==> config.mk <==
export PLATFORM = sky130hd
export DESIGN_NAME = uart_receiver
export DESIGN_NICKNAME = d
export VERILOG_FILES = /design/src/rtl/uart_receiver.sv
export SDC_FILE = /design/constraint.sdc
export NUM_CORES = 1
export LEC_CHECK = 0
export CORE_AREA = 2 2 55 67
export CTS_CLUSTER_DIAMETER = 40
export DETAILED_ROUTE_END_ITERATION = 6
export DIE_AREA = 0 0 57 69
export PLACE_DENSITY_LB_ADDON = 0.05
export SYNTH_ARGS = -nofsm -noshare
export SYNTH_HDL_FRONTEND = slang
export SYNTH_SLANG_ARGS = --single-unit
==> constraint.sdc <==
create_clock -name clk -period 2 [get_ports clk]
set_input_delay 0.4 -clock clk [delete_from_list [all_inputs] [get_ports clk]]
set_output_delay 0.4 -clock clk [all_outputs]
set_load 0.005 [all_outputs]
==> src/rtl/uart_receiver.sv <==
// 16x-oversampled UART receiver: 1 start bit, DBITS data bits LSB first, 1 stop bit, no parity.
// Each bit is sampled at its mid-point; a completed word is announced by a one-cycle rx_done strobe.
module uart_receiver #(
    parameter int unsigned DBITS   = 8,
    parameter int unsigned SB_TICK = 16
) (
    input  logic             clk,
    input  logic             reset,
    input  logic             rx,
    input  logic             sample_tick,
    output logic [DBITS-1:0] data_out,
    output logic             rx_done,
    output logic             frame_err
);

    typedef enum logic [1:0] {IDLE, START, DATA, STOP} state_t;

    state_t           state, state_nx;
    logic             rx_meta, rx_s;
    logic [4:0]       tick, tick_nx;
    logic [3:0]       nbits, nbits_nx;
    logic [DBITS-1:0] shift, shift_nx;
    logic             done_nx;

    always_ff @(posedge clk) begin
        if (reset) begin
            rx_meta   <= 1'b1;
            rx_s      <= 1'b1;
            state     <= IDLE;
            tick      <= '0;
            nbits     <= '0;
            shift     <= '0;
            data_out  <= '0;
            rx_done   <= 1'b0;
            frame_err <= 1'b0;
        end else begin
            rx_meta <= rx;
            rx_s    <= rx_meta;
            state   <= state_nx;
            tick    <= tick_nx;
            nbits   <= nbits_nx;
            shift   <= shift_nx;
            rx_done <= done_nx;
            // Output word and error flag are only updated on the completing stop tick.
            if (done_nx) begin
                data_out  <= shift;
                frame_err <= ~rx_s;
            end
        end
    end

    always_comb begin
        state_nx = state;
        tick_nx  = tick;
        nbits_nx = nbits;
        shift_nx = shift;
        done_nx  = 1'b0;
        case (state)
            IDLE: begin
                if (!rx_s) begin
                    state_nx = START;
                    tick_nx  = '0;
                end
            end
            START: begin
                if (sample_tick) begin
                    if (tick == 5'd7) begin
                        if (!rx_s) begin
                            state_nx = DATA;
                            tick_nx  = '0;
                            nbits_nx = '0;
                        end else begin
                            state_nx = IDLE;
                        end
                    end else begin
                        tick_nx = tick + 5'd1;
                    end
                end
            end
            DATA: begin
                if (sample_tick) begin
                    if (tick == 5'd15) begin
                        tick_nx = '0;
                        // Shift-then-insert keeps the DBITS==1 case legal.
                        shift_nx            = shift >> 1;
                        shift_nx[DBITS-1]   = rx_s;
                        if (nbits == 4'(DBITS - 1)) begin
                            state_nx = STOP;
                        end else begin
                            nbits_nx = nbits + 4'd1;
                        end
                    end else begin
                        tick_nx = tick + 5'd1;
                    end
                end
            end
            STOP: begin
                if (sample_tick) begin
                    if (tick == 5'(SB_TICK - 1)) begin
                        done_nx  = 1'b1;
                        state_nx = IDLE;
                    end else begin
                        tick_nx = tick + 5'd1;
                    end
                end
            end
            default: state_nx = IDLE;
        endcase
    end

endmodule

==> results.tsv <==
stage	metric	value	unit
worst_setup_path	depth of the worst register-to-register path	7	
yosys	share of flip-flops with an asynchronous set or reset	0	%
placed_design	placed cell areas	1600	um^2
finish	share of cells above drive strength 1	14.9	%
timing	Peak Freq	537	MHz
die	I/O pins	14	
worst_setup_path	CP startpoint	tick[0]$_SDFFE_PP0P_	
power	total power	1.31	mW
timing	setup TNS	0	ps
yosys	Synth area leaders	dfxtp_1 (44%), nand2_1 (9.8%), a21oi_1 (7.8%)	
worst_setup_path	Reg2Reg Setup Slack	140	ps
clocking	Post-CTS Hold Buffers	0	
yosys	sequential area share after synthesis	43.9	%
die	Core ar.	3280	um^2
yosys	Avg Inst Size Synth	8.41	um^2
timing	final hold vios	0	
grt	first-pass GRT wire length	5010	um
route	post-route ant nets	0	
route	vias per cell	5.34	
route	final WL	2930	um
power	Pleak	0.636	nW
timing	Least-Margin Pin Slew	455	ps
yosys	Post-synth EDFFs	0	
yosys	cell count after synthesis	168	
clocking	Worst-Skew Late Latency	280	ps
route	Avg WL per Cell	13.0	um
yosys	post-synthesis register bit count	31	
worst_setup_path	CP required	2180	ps
worst_hold_path	hold_sp	rx_meta$_SDFF_PP1_	
worst_hold_path	hold path cells	1	
route	DRC	0	
finish	nets@finish	195	
timing	RSZ-0062 raised after global routing	false	
die	die width	57	um
timing	fin. max-slew vios	0	
grt	grt ovf	0	
timing	max_slew headroom	69.6	%
worst_setup_path	WP data arrival	2040	ps
power	Pwr Density	757	nW/um^2
grt	initial antenna violation count	0	
run	Max-Cap Viols	0	
placed_design	pre-CTS setup slack	60.1	ps
worst_setup_path	worst reg2reg endpoint	tick[3]$_SDFFE_PP0P_	
yosys	post-synth top area share	43.9	%
grt	Total GRT Usage	16.2	%
worst_setup_path	Crit Path Category	reg -> reg	
clocking	CTS Sinks	31	
timing	post-layout min period	1860	ps
yosys	area leader, netlist	dfxtp_1	
clocking	Root Buffer	clkbuf_8	
worst_setup_path	startpoint types	flop	
worst_hold_path	hold crit path type	reg -> reg	
clocking	clk buf depth	2	
clocking	clk slew on worst S/H paths	60	ps
grt	vias in the first global route	1142	
timing	period utilization	93.1	%
die	initial core utilization	43.1	%
finish	Area growth, synth to finish	22.6	%
timing	final setup margin	138	ps
placed_design	DPL Wire Length	2060	um
placed_design	port bufs	13	
worst_setup_path	Setup crit end kind	flop	
worst_hold_path	Min-Delay Endpoint	rx_s$_SDFF_PP1_	
die	floorplan row count	23	
outcome	run status	finished, final reports clean	
power	VDD IR max	0.000490	V
yosys	count of warnings emitted by yosys	0	
route	DR iter-0 viols	31	
clocking	TritonCTS clock tree	yes	
finish	Inserted Diodes	0	
placed_design	routability cong.	0.799	
worst_setup_path	CP max FO	9	
die	area of the die	3930	um^2
finish	Final Cell Area	1730	um^2
clocking	total CTS buffers	5	
route	TritonRoute pass-1 iters	4	
yosys	Syn Nets	176	
route	vias post-DR	1201	
yosys	Distinct cells, synth	46	
die	Vert. Die Dim	69	um
clocking	H-Tree Depth	2	
grt	largest net degree at the start of global routing	19	
timing	clk_skew	2.96	ps
yosys	Post-Synthesis Cell Area	1410	um^2
yosys	ys flop type	dfxtp_1	
timing	Setup-failing EPs final	0	
finish	post-route core utilization	52.8	%
worst_setup_path	reg2reg start	tick[0]$_SDFFE_PP0P_	
==> stage by stage <==
step                hold slack (ps)  cells
floorplan                       389    168
global placement                400    217
detailed placement              410    217
CTS                             425    225
global route                    443    225
finish                          420    225
==> area by class of cell <==
type / instances / area [um^2]
Clock buffer: 6 / 82.6
Tap cell: 37 / 46.3
Clock inverter: 2 / 35.0
Multi-Input combinational cell: 120 / 734
Timing Repair Buffer: 19 / 175
Fill cell: 308 / 1550
Inverter: 10 / 37.5
Sequential cell: 31 / 621
==> worst max path at each step <==
stage                        endpoint  slack (ps)  cells after the start
3_3_place_gp     tick[0]$_SDFFE_PP0P_         120                      7
4_1_cts          tick[0]$_SDFFE_PP0P_          30                      7
3_5_place_dp     tick[0]$_SDFFE_PP0P_          60                      7
5_1_grt        frame_err$_SDFFE_PP0P_          20                      8
6_report         tick[3]$_SDFFE_PP0P_         140                      7
2_1_floorplan    tick[0]$_SDFFE_PP0P_         130                      8
==> cell usage after synthesis, types with 3 or more instances <==
library cell,number
ha_1,4
nand2_1,37
clkbuf_1,3
inv_1,8
a21oi_1,22
dfxtp_1,31
nand3_1,6
nor2_1,6
nor2b_1,4
==> flip-flops by register name (all words and copies together), names as in the netlist, named ones only <==
signal / cells
rx_meta: 1
shift: 8
state: 1
rx_s: 1
frame_err: 1
nbits: 4
tick: 5
data_out: 8
rx_done: 1
==> cells by family after synthesis <==
| kind of cell | synth area share [%] |
|---|---|
| buf+inv | 4.96 |
| compound gates | 21.4 |
| xor+xnor | 0.620 |
| simple gates | 24.7 |
| flops | 43.9 |
| fa+ha+maj | 3.54 |
| mux | 0.797 |
==> worst max-delay path, stage by stage, from the launching register on <==
cell,delay (ps)
dfxtp_1,330
ha_1,250
and3_2,240
ha_2,230
a21boi_1,160
o22a_1,200
a21oi_1,90
a22o_2,250
==> cell usage in the layout (no fill, tap or decap), types with 2 or more instances in the layout <==
master            n
nand2_1          37
a21oi_1          21
clkdlybuf4s50_1  13
inv_1             8
or2_2             2
nor2_1            6
buf_4             6
o31ai_1           2
and3_1            2
dfxtp_1          31
nand3_1           6
inv_2             2
nand4_1           2
nand4bb_1         2
a31oi_1           2
clkbuf_8          6
ha_1              3
nor2b_1           4
nand2b_1          2
==> where the power goes <==
part,switching (mW),internal [mW]
Sequential,0.00433,0.621
Combinational,0.0263,0.0197
Clock,0.236,0.403
Total,0.267,1.04
==> per-layer routing <==
| metal | GRT usage, % | vias to the layer above | share of wire [%] |
|---|---|---|---|
| met1 | 18.5 | 553 | 45 |
| met3 | 5.63 | 4 | 3.8 |
| met2 | 27.1 | 18 | 50 |
| met5 | 0 | - | 0 |
| li1 | - | 626 | - |
| met4 | 6.98 | 0 | 1.3 |
==> what timing repair did <==
action | in CTS | in global routing
gates resized for setup | 0 | 3
setup buffers | 0 | 0
endpoints found under the setup margin | 0 | 17
No activity file was read; power rests on OpenSTA's default activity.
